$ cat config.mk
export PLATFORM = sky130hd
export DESIGN_NAME = ifetch_unit_flat
export DESIGN_NICKNAME = d
export VERILOG_FILES = /design/src/rtl/ifetch_unit_pkg.sv /design/src/rtl/cpu_ibus_if.sv /design/src/rtl/ifetch_unit_fetch_queue.sv /design/src/rtl/ifetch_unit.sv /design/src/flat_wrapper.sv
export SDC_FILE = /design/constraint.sdc
export NUM_CORES = 1
export LEC_CHECK = 0
export ABC_CLOCK_PERIOD_IN_PS = 5700
export CAP_MARGIN = 15
export CORE_ASPECT_RATIO = 0.75
export CORE_MARGIN = 10
export CORE_UTILIZATION = 50
export CTS_CLUSTER_DIAMETER = 60
export DETAILED_ROUTE_END_ITERATION = 10
export PLACE_DENSITY = 0.77
export REMOVE_ABC_BUFFERS = 1
export SYNTH_ARGS = -nofsm -noshare
export SYNTH_HDL_FRONTEND = slang
export SYNTH_SLANG_ARGS = --single-unit
$ cat constraint.sdc
create_clock -name clk -period 5.7 [get_ports clk]
set_clock_uncertainty 0.05 [all_clocks]
set_input_delay 0.57 -clock clk [delete_from_list [all_inputs] [get_ports clk]]
set_output_delay 0.57 -clock clk [all_outputs]
set_load 0.05 [all_outputs]
$ cat src/rtl/ifetch_unit_pkg.sv
// rtl/ifetch_unit_pkg.sv - shared defaults, fetch FSM state and fetch-queue entry type
package ifetch_unit_pkg;

   localparam logic [31:0] DEF_RESET_PC    = 32'hBFC00000;
   localparam int          DEF_QUEUE_DEPTH = 8;

   typedef enum logic [1:0] {
      FETCH = 2'd0,
      STALL = 2'd1,
      DRAIN = 2'd2,
      HALT  = 2'd3
   } fetch_state_t;

   typedef struct packed {
      logic [31:0] pc;
      logic [31:0] inst;
      logic        adel;
   } fetch_entry_t;

   // Start of the next 8-byte fetch line; the 29-bit add wraps naturally at 2^32.
   function automatic logic [31:0] next_line(input logic [31:0] pc);
      return {pc[31:3] + 29'd1, 3'b000};
   endfunction

endpackage

$ cat src/rtl/cpu_ibus_if.sv
// rtl/cpu_ibus_if.sv - 64-bit instruction read bus with stall handshake
interface cpu_ibus_if;
   logic        read;
   logic [31:0] address;
   logic        stall;
   logic [63:0] rddata;

   modport master (output read, output address, input stall, input rddata);
   modport slave  (input read, input address, output stall, output rddata);
endinterface

$ cat src/rtl/ifetch_unit_fetch_queue.sv
// rtl/ifetch_unit_fetch_queue.sv - 2-write/1-read fetch FIFO with flush and registered head
module fetch_queue
   import ifetch_unit_pkg::*;
#(
   parameter int DEPTH = DEF_QUEUE_DEPTH
) (
   input  logic                   clk,
   input  logic                   rst,
   input  logic                   i_flush,
   input  logic                   i_wr_en0,
   input  fetch_entry_t           i_wr_data0,
   input  logic                   i_wr_en1,
   input  fetch_entry_t           i_wr_data1,
   input  logic                   i_rd_en,
   output fetch_entry_t           o_head,
   output logic                   o_valid,
   output logic [$clog2(DEPTH):0] o_count
);
   localparam int AW = $clog2(DEPTH);
   localparam int CW = AW + 1;

   fetch_entry_t  r_mem [DEPTH];
   logic [AW-1:0] r_rd_ptr;
   logic [AW-1:0] r_wr_ptr;
   logic [CW-1:0] r_count;

   logic          w_pop;
   logic [AW-1:0] w_rd_nxt;
   logic [AW-1:0] w_wr_ptr1;
   logic [CW-1:0] w_left;
   logic [CW-1:0] w_cnt_nxt;
   fetch_entry_t  w_head_nxt;

   assign w_pop     = i_rd_en && (r_count != '0);
   assign w_rd_nxt  = r_rd_ptr + AW'(w_pop);
   assign w_wr_ptr1 = r_wr_ptr + AW'(1);
   assign w_left    = r_count - CW'(w_pop);
   assign w_cnt_nxt = w_left + CW'(i_wr_en0) + CW'(i_wr_en1);
   assign o_count   = r_count;

   // The head is precomputed so it can be registered: if the queue drains this
   // cycle, the new head is the entry being written rather than a stored one.
   always_comb begin
      w_head_nxt = '0;
      if (w_left != '0) begin
         w_head_nxt = r_mem[w_rd_nxt];
      end else if (i_wr_en0) begin
         w_head_nxt = i_wr_data0;
      end
   end

   always_ff @(posedge clk) begin
      if (!i_flush) begin
         if (i_wr_en0) r_mem[r_wr_ptr]  <= i_wr_data0;
         if (i_wr_en1) r_mem[w_wr_ptr1] <= i_wr_data1;
      end
   end

   always_ff @(posedge clk or posedge rst) begin
      if (rst) begin
         r_rd_ptr <= '0;
         r_wr_ptr <= '0;
         r_count  <= '0;
         o_head   <= '0;
         o_valid  <= 1'b0;
      end else if (i_flush) begin
         r_rd_ptr <= '0;
         r_wr_ptr <= '0;
         r_count  <= '0;
         o_head   <= '0;
         o_valid  <= 1'b0;
      end else begin
         r_rd_ptr <= w_rd_nxt;
         r_wr_ptr <= r_wr_ptr + AW'(i_wr_en0) + AW'(i_wr_en1);
         r_count  <= w_cnt_nxt;
         o_head   <= w_head_nxt;
         o_valid  <= (w_cnt_nxt != '0);
      end
   end

endmodule

$ cat src/rtl/ifetch_unit.sv
// rtl/ifetch_unit.sv - instruction fetch: bus sequencing FSM feeding the fetch queue
module ifetch_unit
   import ifetch_unit_pkg::*;
#(
   parameter logic [31:0] RESET_PC    = DEF_RESET_PC,
   parameter int          QUEUE_DEPTH = DEF_QUEUE_DEPTH
) (
   input  logic        clk,
   input  logic        rst,
   cpu_ibus_if.master  ibus,
   input  logic        redirect,
   input  logic [31:0] redirect_pc,
   output logic        inst_valid,
   output logic [31:0] inst,
   output logic [31:0] inst_pc,
   output logic        inst_adel,
   input  logic        inst_ready
);
   localparam int            CW      = $clog2(QUEUE_DEPTH) + 1;
   localparam logic [CW-1:0] DEPTH_C = CW'(QUEUE_DEPTH);

   fetch_state_t  r_state;
   logic [31:0]   r_pc;
   logic [31:0]   r_redir_pc;
   logic [31:0]   r_addr;
   logic          r_read;

   logic          w_done;
   logic          w_pop;
   logic          w_misal;
   logic          w_space1;
   logic          w_room2;
   logic          w_wr_en0;
   logic          w_wr_en1;
   fetch_entry_t  w_wr_d0;
   fetch_entry_t  w_wr_d1;
   fetch_entry_t  w_head;
   logic [CW-1:0] w_count;
   logic [CW-1:0] w_cnt_nxt;

   assign ibus.read    = r_read;
   assign ibus.address = r_addr;

   assign w_done    = r_read && !ibus.stall;
   assign w_pop     = inst_valid && inst_ready;
   assign w_misal   = (r_pc[1:0] != 2'b00);
   assign w_space1  = (w_count != DEPTH_C) || w_pop;
   assign w_cnt_nxt = redirect ? '0 : (w_count + CW'(w_wr_en0) + CW'(w_wr_en1) - CW'(w_pop));
   // Issuing only with two free slots after this edge guarantees the completion fits.
   assign w_room2   = ((DEPTH_C - w_cnt_nxt) >= CW'(2));

   always_comb begin
      w_wr_en0 = 1'b0;
      w_wr_en1 = 1'b0;
      w_wr_d0  = '0;
      w_wr_d1  = '0;
      if (!redirect) begin
         if ((r_state == FETCH || r_state == STALL) && w_done) begin
            w_wr_en0 = 1'b1;
            if (!r_pc[2]) begin
               w_wr_d0  = '{pc: r_pc, inst: ibus.rddata[31:0], adel: 1'b0};
               w_wr_en1 = 1'b1;
               w_wr_d1  = '{pc: r_pc + 32'd4, inst: ibus.rddata[63:32], adel: 1'b0};
            end else begin
               w_wr_d0  = '{pc: r_pc, inst: ibus.rddata[63:32], adel: 1'b0};
            end
         end else if (r_state == FETCH && !r_read && w_misal && w_space1) begin
            w_wr_en0 = 1'b1;
            w_wr_d0  = '{pc: r_pc, inst: 32'd0, adel: 1'b1};
         end
      end
   end

   always_ff @(posedge clk or posedge rst) begin
      if (rst) begin
         r_state    <= FETCH;
         r_pc       <= RESET_PC;
         r_redir_pc <= '0;
         r_read     <= 1'b0;
         r_addr     <= '0;
      end else begin
         case (r_state)
            FETCH, STALL: begin
               // A stalled transfer cannot be withdrawn, so a redirect must drain it.
               if (r_read && ibus.stall) begin
                  if (redirect) begin
                     r_redir_pc <= redirect_pc;
                     r_state    <= DRAIN;
                  end else begin
                     r_state    <= STALL;
                  end
               end else if (redirect) begin
                  r_pc    <= redirect_pc;
                  r_state <= FETCH;
                  r_read  <= 1'b0;
               end else if (r_read) begin
                  r_pc    <= next_line(r_pc);
                  r_addr  <= next_line(r_pc);
                  r_read  <= w_room2;
                  r_state <= FETCH;
               end else if (w_misal) begin
                  if (w_space1) r_state <= HALT;
               end else if (w_room2) begin
                  r_read <= 1'b1;
                  r_addr <= {r_pc[31:3], 3'b000};
               end
            end
            DRAIN: begin
               if (redirect) r_redir_pc <= redirect_pc;
               if (!ibus.stall) begin
                  r_pc    <= redirect ? redirect_pc : r_redir_pc;
                  r_read  <= 1'b0;
                  r_state <= FETCH;
               end
            end
            HALT: begin
               if (redirect) begin
                  r_pc    <= redirect_pc;
                  r_state <= FETCH;
               end
            end
            default: r_state <= FETCH;
         endcase
      end
   end

   fetch_queue #(.DEPTH(QUEUE_DEPTH)) u_queue (
      .clk        (clk),
      .rst        (rst),
      .i_flush    (redirect),
      .i_wr_en0   (w_wr_en0),
      .i_wr_data0 (w_wr_d0),
      .i_wr_en1   (w_wr_en1),
      .i_wr_data1 (w_wr_d1),
      .i_rd_en    (w_pop),
      .o_head     (w_head),
      .o_valid    (inst_valid),
      .o_count    (w_count)
   );

   assign inst      = w_head.inst;
   assign inst_pc   = w_head.pc;
   assign inst_adel = w_head.adel;

endmodule

$ cat src/flat_wrapper.sv
// flat-port wrapper written by rule: the top's interface ports become plain ports
module ifetch_unit_flat import ifetch_unit_pkg::*;
#(
   parameter logic [31:0] RESET_PC    = DEF_RESET_PC,
   parameter int          QUEUE_DEPTH = DEF_QUEUE_DEPTH
)
  (clk, rst, redirect, redirect_pc, inst_valid, inst, inst_pc, inst_adel, inst_ready, ibus_read, ibus_address, ibus_stall, ibus_rddata);
  cpu_ibus_if ibus_i ();
  input  logic clk;
  input  logic rst;
  input  logic redirect;
  input  logic [31:0] redirect_pc;
  output logic inst_valid;
  output logic [31:0] inst;
  output logic [31:0] inst_pc;
  output logic inst_adel;
  input  logic inst_ready;
  output wire logic [$bits(ibus_i.read)-1:0] ibus_read;
  output wire logic [$bits(ibus_i.address)-1:0] ibus_address;
  input wire logic [$bits(ibus_i.stall)-1:0] ibus_stall;
  input wire logic [$bits(ibus_i.rddata)-1:0] ibus_rddata;
  assign ibus_read = ibus_i.read;
  assign ibus_address = ibus_i.address;
  assign ibus_i.stall = ibus_stall;
  assign ibus_i.rddata = ibus_rddata;
  ifetch_unit #(.RESET_PC(RESET_PC), .QUEUE_DEPTH(QUEUE_DEPTH)) u_core (.clk(clk), .rst(rst), .ibus(ibus_i), .redirect(redirect), .redirect_pc(redirect_pc), .inst_valid(inst_valid), .inst(inst), .inst_pc(inst_pc), .inst_adel(inst_adel), .inst_ready(inst_ready));
endmodule
* After elaboration in Yosys (flattened, before gate mapping)
Memories as Yosys holds them, arrays and structs flattened.
Index checks and enable logic that the tools add are counted.
** Word-level totals
- Memory bits (writable) :: 520
- Memories kept :: 1
- Input bits :: 101
- Flip-flop bits (word level) :: 175
** Memories
- u_core.u_queue.r_mem :: depth 8, bits a word 65, read ports 1, clocked after Yosys merged registers in 0, write ports 2, line ifetch_unit_fetch_queue.sv:22 : fetch_entry_t r_mem [DEPTH];
** Cells by class
- $lt $le $gt $ge :: 1
- Add/subtract/negate cells :: 13
- Mux-type cells :: 55
- Bitwise operators :: 2
- Reduce and logical (&&, ||, !) cells :: 25
- Equality and inequality tests :: 12
** Operator list (count)
- $mux W65 :: 9
- $mux W32 :: 10
- $pmux W32 S3 :: 1
- $pmux W32 S2 :: 1
- $mux W36 :: 1
- $add A32 B3 Y32 const B :: 1
- $add A29 B1 Y29 const B :: 1
- $mux W1 :: 19
- $add A4 B1 Y4 :: 4
- $mux W2 :: 8
- $reduce_bool A4 Y1 :: 3
- $ne A5 B2 Y1 const B :: 2
- $add A3 B1 Y3 :: 3
- $logic_and A1 B1 Y1 :: 8
- $mux W4 :: 2
- $reduce_and A4 Y1 :: 2
- $sub A4 B1 Y4 :: 2
- $mux W3 :: 2
- $ne A2 B2 Y1 const B :: 3
- $pmux W2 S3 :: 1
- $reduce_bool A2 Y1 :: 3
- $reduce_and A5 Y1 :: 1
- $eq A2 B2 Y1 const B :: 2
- $ge A4 B2 Y1 const B :: 1
- 14 further kinds :: 18

* Depth between registers and ports, before layout
- Depth in word-level cells :: 19
- Depth in mapped cells :: 16
- Gate-level depth less buffers :: 14

* By module
Synthesis repeated with hierarchy kept, for this count alone.
** Second synthesis, totals
- Cell total of the unflattened synthesis :: 3356
- Area total of the unflattened synthesis :: 38617.0 um2
** By module, submodules not included
- fetch_queue :: area each 31786.7 um2, cells an instance 2603, times used 1, seq. area each 17516.8 um2
- ifetch_unit :: area each 6830.3 um2, cells an instance 753, times used 1, seq. area each 2413.6 um2

* Worst setup path after synthesis
OpenSTA, ideal clock, no wires.
- Path kind :: register to register
- Start :: register u_core.r_read, in the netlist u_core.ibus.read
- End :: register u_core.r_addr[11], in the netlist u_core.ibus.address[11]
- Library setup time :: 0.125 ns
- Data arrival time :: 4.366 ns
- Buffers on the path :: 2
- Path slack :: 1.160 ns
- Cell stages (with the launch flop) :: 16
- Cell sequence :: dfrtp_1 > or4b_4 > buf_6 > nor2_1 > inv_1 > ha_1 > fa_1 > fa_1 > nor2_1 > inv_1 > ha_1 > xnor2_1 > and3_1 > a31oi_1 > buf_4 > mux2_2
** Between the ends
- Cells in the longest elaborated chain, start to end :: 15
- Elaborated cells on any way between the ends :: 23
- Classes of those cells :: add/sub (4); order compare (1); eq/ne (1); mux (7); bitwise (1); reduce/logical (9)
** RTL lines
- from (decl) :: line ifetch_unit.sv:26 : logic r_read;
- from (signal assigned) :: line ifetch_unit.sv:99 : r_read <= w_room2;
- $logic_not A1 Y1 :: line ifetch_unit.sv:67 : end else if (r_state == FETCH && !r_read && w_misal && w_space1) begin
- $logic_and A1 B1 Y1 (3 in a row) :: line ifetch_unit.sv:67
- $mux W1 :: line ifetch_unit.sv:67
- $mux W1 :: line ifetch_unit.sv:58 : if ((r_state == FETCH || r_state == STALL) && w_done) begin
- $mux W1 :: line ifetch_unit.sv:57 : if (!redirect) begin
- $add A4 B1 Y4 (2 in a row) :: line ifetch_unit.sv:48 : assign w_cnt_nxt = redirect ? '0 : (w_count + CW'(w_wr_en0) + CW'(w_wr_en1) - CW'(w_pop));
- $sub A4 B1 Y4 :: line ifetch_unit.sv:48
- $mux W4 :: line ifetch_unit.sv:48
- $sub A4 B4 Y4 :: line ifetch_unit.sv:50 : assign w_room2 = ((DEPTH_C - w_cnt_nxt) >= CW'(2));
- $ge A4 B2 Y1 :: line ifetch_unit.sv:50
- $reduce_bool A2 Y1 (no source line)
- $reduce_and A5 Y1 (no source line)
- to (signal assigned) :: line ifetch_unit.sv:98 : r_addr <= next_line(r_pc);
- to (signal assigned) :: line ifetch_unit.sv:105 : r_addr <= {r_pc[31:3], 3'b000};
- to (decl) :: line ifetch_unit.sv:25 : logic [31:0] r_addr;
Several ways; a longest one is shown, not always the timed one.
A chain may end at the register's enable or synchronous reset.

* Worst setup path in the final report
- Start :: register u_core.r_state[0]
- End :: register u_core.r_addr[12], in the netlist u_core.ibus.address[12]
** Between the ends
- Cells in the longest elaborated chain, start to end :: 15
- Elaborated cells on any way between the ends :: 21
- Classes of those cells :: add/sub (4); order compare (1); eq/ne (1); mux (6); reduce/logical (9)
** RTL lines
- from (decl) :: line ifetch_unit.sv:22 : fetch_state_t r_state;
- from (signal assigned) :: line ifetch_unit.sv:76 : r_state <= FETCH;
- from (signal assigned) :: line ifetch_unit.sv:88 : r_state <= DRAIN;
- from (signal assigned) :: line ifetch_unit.sv:90 : r_state <= STALL;
- $logic_not A2 Y1 :: line ifetch_unit.sv:58, ifetch_unit.sv:67, ifetch_unit.sv:82
- $logic_and A1 B1 Y1 (3 in a row) :: line ifetch_unit.sv:67
- $mux W1 :: line ifetch_unit.sv:67
- $mux W1 :: line ifetch_unit.sv:58
- $mux W1 :: line ifetch_unit.sv:57
- $add A4 B1 Y4 (2 in a row) :: line ifetch_unit.sv:48
- $sub A4 B1 Y4 :: line ifetch_unit.sv:48
- $mux W4 :: line ifetch_unit.sv:48
- $sub A4 B4 Y4 :: line ifetch_unit.sv:50
- $ge A4 B2 Y1 :: line ifetch_unit.sv:50
- $reduce_bool A2 Y1 (no source line)
- $reduce_and A5 Y1 (no source line) *
Every way passes the cells marked *; elsewhere a longest branch is shown, timed or not.

==> qor.yml <==
synth:
  ys_ff_latch: 692
  ys_async_sr_fraction: 0.249
  ys.flop_type: "edfxtp_1"
  synth_top_area_frac: 0.465
  seq_area_frac_synth: 0.600
  avgSynthCellArea_um2: 13.9
  synth_common_cells: "edfxtp_1 (512), a22o_1 (270), dfrtp_1 (163)"
  synth_cell_types: 69
  syn_inst: 2372
  yosysWarnings: 0
  synth_edf_count: 512
  netlist_area_mm2: 0.0331
  yosys.area.top_type: "edfxtp_1"
  yosysMostFrequentCell: "edfxtp_1"
  synth_area_leaders: "edfxtp_1 (46%), dfrtp_1 (12%), mux4_2 (8.8%)"
cts:
  numCtsBuffers: 70
  cts_tree: "yes"
  cts_setup_buffers: 0
  postCtsHoldBufs: 0
  cts_resized: 0
  clock_sinks: 692
  cts-root-buf: "clkbuf_16"
  cts_buffer_depth: 3
  htree_levels: 3
  clock_latency_ns: 0.63
  clkTransAtPathRegs_ns: 0.06
die:
  fp.dieH_um: 243
  die_w_um: 317
  dieArea_mm2: 0.0770
  start_util: 0.506
  coreArea_mm2: 0.0654
  rows: 81
  num_io_pins: 200
sta:
  period_minus_slack_ns: 4.65
  hold_viol_final: 0
  rsz0062_at_grt: "no"
  fin_crit_sh: 0.815
  setup_violations: 0
  setup_slack_ns: 1.05
  max_slew_margin: 0.211
  tns_ns: 0
  holdWs_ns: 0.256
  fmax_mhz: 215
  worstMarginPinSlew_ns: 1.18
  drv_slew: 0
power_and_ir_drop:
  vdd_drop_max_uv: 369
  leakagePower_uw: 0.0129
  power_density_mw_per_mm2: 440
layout:
  post-route-util: 0.583
  layout.nets: 2569
  nFillCells: 4876
  drive_above_1_share: 0.175
  syn_to_final_growth_pct: 15.2
route:
  drcViolationCount: 0
  wl_mm: 92.1
  ant_nets: 0
  drtIter0Drc: 2701
  dr_total_vias: 22100
  avgViaCountPerCell: 6.53
  dr.pass1.iters: 7
  wl_per_cell_um: 27.3
critical_path:
  end_kind: "register"
  max_stage_delay_ns: 0.70
  crit_fanout: 30
  cp_data_required_time_ns: 6.15
  critPathArrivalTime_ns: 5.10
  slowest_stage: "dfrtp_1"
  crit_buf_inv: 2
  cp_top_family: "adder cells"
  crit_type: "register to register"
  path_cells: "nor4_4 > o211a_1 > nor2_1 > fa_1 > fa_1 > nor2_1 > inv_1 > ha_1 > xnor2_1 > and3_1 > a31oi_4 > buf_4 > mux2_2"
  start_kind: "register"
placed_design:
  hpwl_mm: 55.0
  dpl_worst_slack_ns: 0.526
  io_buffers: 196
  gp_congestion: 0.886
worst_hold_path:
  hold_class: "primary input to register"
outcome:
  outcome: "complete, no violations"
job:
  max_cap_viol_count: 0
global_routing:
  gr-total-overflow: 0
  antenna_found_initial: 4
  grtUsageTotal: 0.236
  grt_pass1_wl_mm: 139
  grt_max_degree: 132
  first_global_vias: 22400
==> stage by stage <==
| step | std cells | total power [µW] | area, µm² |
|---|---|---|---|
| after floorplan | 2117 | 10200 | 32000 |
| after global placement | 3247 | 12000 | 35800 |
| after detailed placement | 3247 | 12200 | 35800 |
| after CTS | 3377 | 16700 | 38100 |
| after global routing | 3378 | 17400 | 38100 |
| final | 3379 | 16800 | 38100 |
==> sequential cells by signal (all words and copies together), names as in the netlist <==
register	flops
u_core.u_queue.o_count	4
u_core.u_queue.r_mem	520
u_core.ibus.read	1
u_core.u_queue.o_valid	1
u_core.r_pc	32
u_core.ibus.address	29
u_core.r_redir_pc	32
u_core.u_queue.o_head	65
u_core.u_queue.r_rd_ptr	3
u_core.r_state	2
u_core.u_queue.r_wr_ptr	3
==> worst reg2reg max path, delay by kind of cell (launching register included) <==
kind	cells	cell delay [ns]
xor gates and xnor gates	1	0.12
DFF	1	0.70
adders and majority gates	3	1.19
and+or+nand+nor	4	0.96
AOI/OAI and AO/OA	2	0.58
muxes	1	0.42
buffers and inverters	2	0.51
==> final cells by class <==
class / count / area (µm²) / share of cell area
inverter: 28 / 113 / 0.00295
clock buffer: 108 / 2090 / 0.0548
timing repair buffer: 259 / 2570 / 0.0674
tap: 871 / 1090 / 0.0286
clock inverter: 22 / 206 / 0.00542
sequential: 692 / 19900 / 0.521
multi-input combinational: 1397 / 12200 / 0.320
antenna: 2 / 5.00 / 0.000131
==> layer usage <==
| layer | track usage | up-vias | part of all wire |
|---|---|---|---|
| met1 | 0.317 | 11100 | 0.37 |
| li1 | - | 9197 | - |
| met3 | 0.0593 | 236 | 0.12 |
| met5 | 0 | - | 0.00052 |
| met4 | 0.0684 | 6 | 0.027 |
| met2 | 0.374 | 1519 | 0.48 |
==> cell families (layout without fill, tap and decap cells) <==
kind of cell | Yosys count | after routing | synth area share
fa+ha+maj | 20 | 20 | 0.00847
mux | 256 | 256 | 0.129
simple gates | 580 | 580 | 0.0942
xor+xnor | 39 | 39 | 0.0107
other cells | 1 | 5 | 0.000113
buf+inv | 285 | 417 | 0.0359
compound gates | 499 | 499 | 0.122
flops | 692 | 692 | 0.600
==> worst paths after layout <==
path | startpoint | depth (start not counted) | slack, ns | to
max in group asynchronous | rst | 3 | 3.83 | u_core.u_queue.o_head[5]
worst min-delay path | redirect | 2 | 0.26 | u_core.u_queue.r_rd_ptr[2]
worst min register to register | u_core.u_queue.r_mem[2][0] | 2 | 0.43 | u_core.u_queue.r_mem[2][0]
min in group asynchronous | rst | 2 | 0.53 | u_core.u_queue.r_wr_ptr[2]
worst max-delay path | u_core.r_state[0] | 13 | 1.05 | u_core.ibus.address[12]
worst max register to register | u_core.r_state[0] | 13 | 1.05 | u_core.ibus.address[12]
==> power breakdown <==
| group | internal [µW] | total (µW) | switching [µW] | leakage, µW |
|---|---|---|---|---|
| logic | 1970 | 5190 | 3220 | 0.00514 |
| clock network | 2680 | 4620 | 1940 | 0.00113 |
| registers | 6190 | 6960 | 768 | 0.00664 |
==> layout by cell type, fill, tap and decap left out, types with 7 or more instances in the layout <==
cell               n
edfxtp_1         512
buf_12            11
a22o_1           270
clkbuf_16         75
nor3_1            13
clkbuf_1          23
a22oi_1           17
a21o_1             9
clkdlybuf4s50_1  195
nand3_1           18
o2bb2ai_1         33
nand2b_1          10
dfxtp_1            8
a21oi_1           16
clkbuf_8           8
nor2b_1          114
dfrtp_1          162
buf_4             52
o21ai_0           61
nand2_1          108
mux2_2            62
inv_1             23
a222oi_1           7
nand4_1           17
nor2_1            99
clkinv_2          11
and2_1           128
xnor2_1           33
and3_1            12
mux2i_1           64
mux4_2           130
dfstp_2            9
ha_1              14
a31oi_1           43
nor2_2            34
o31a_1             9
(Power assumes the default switching activity.)
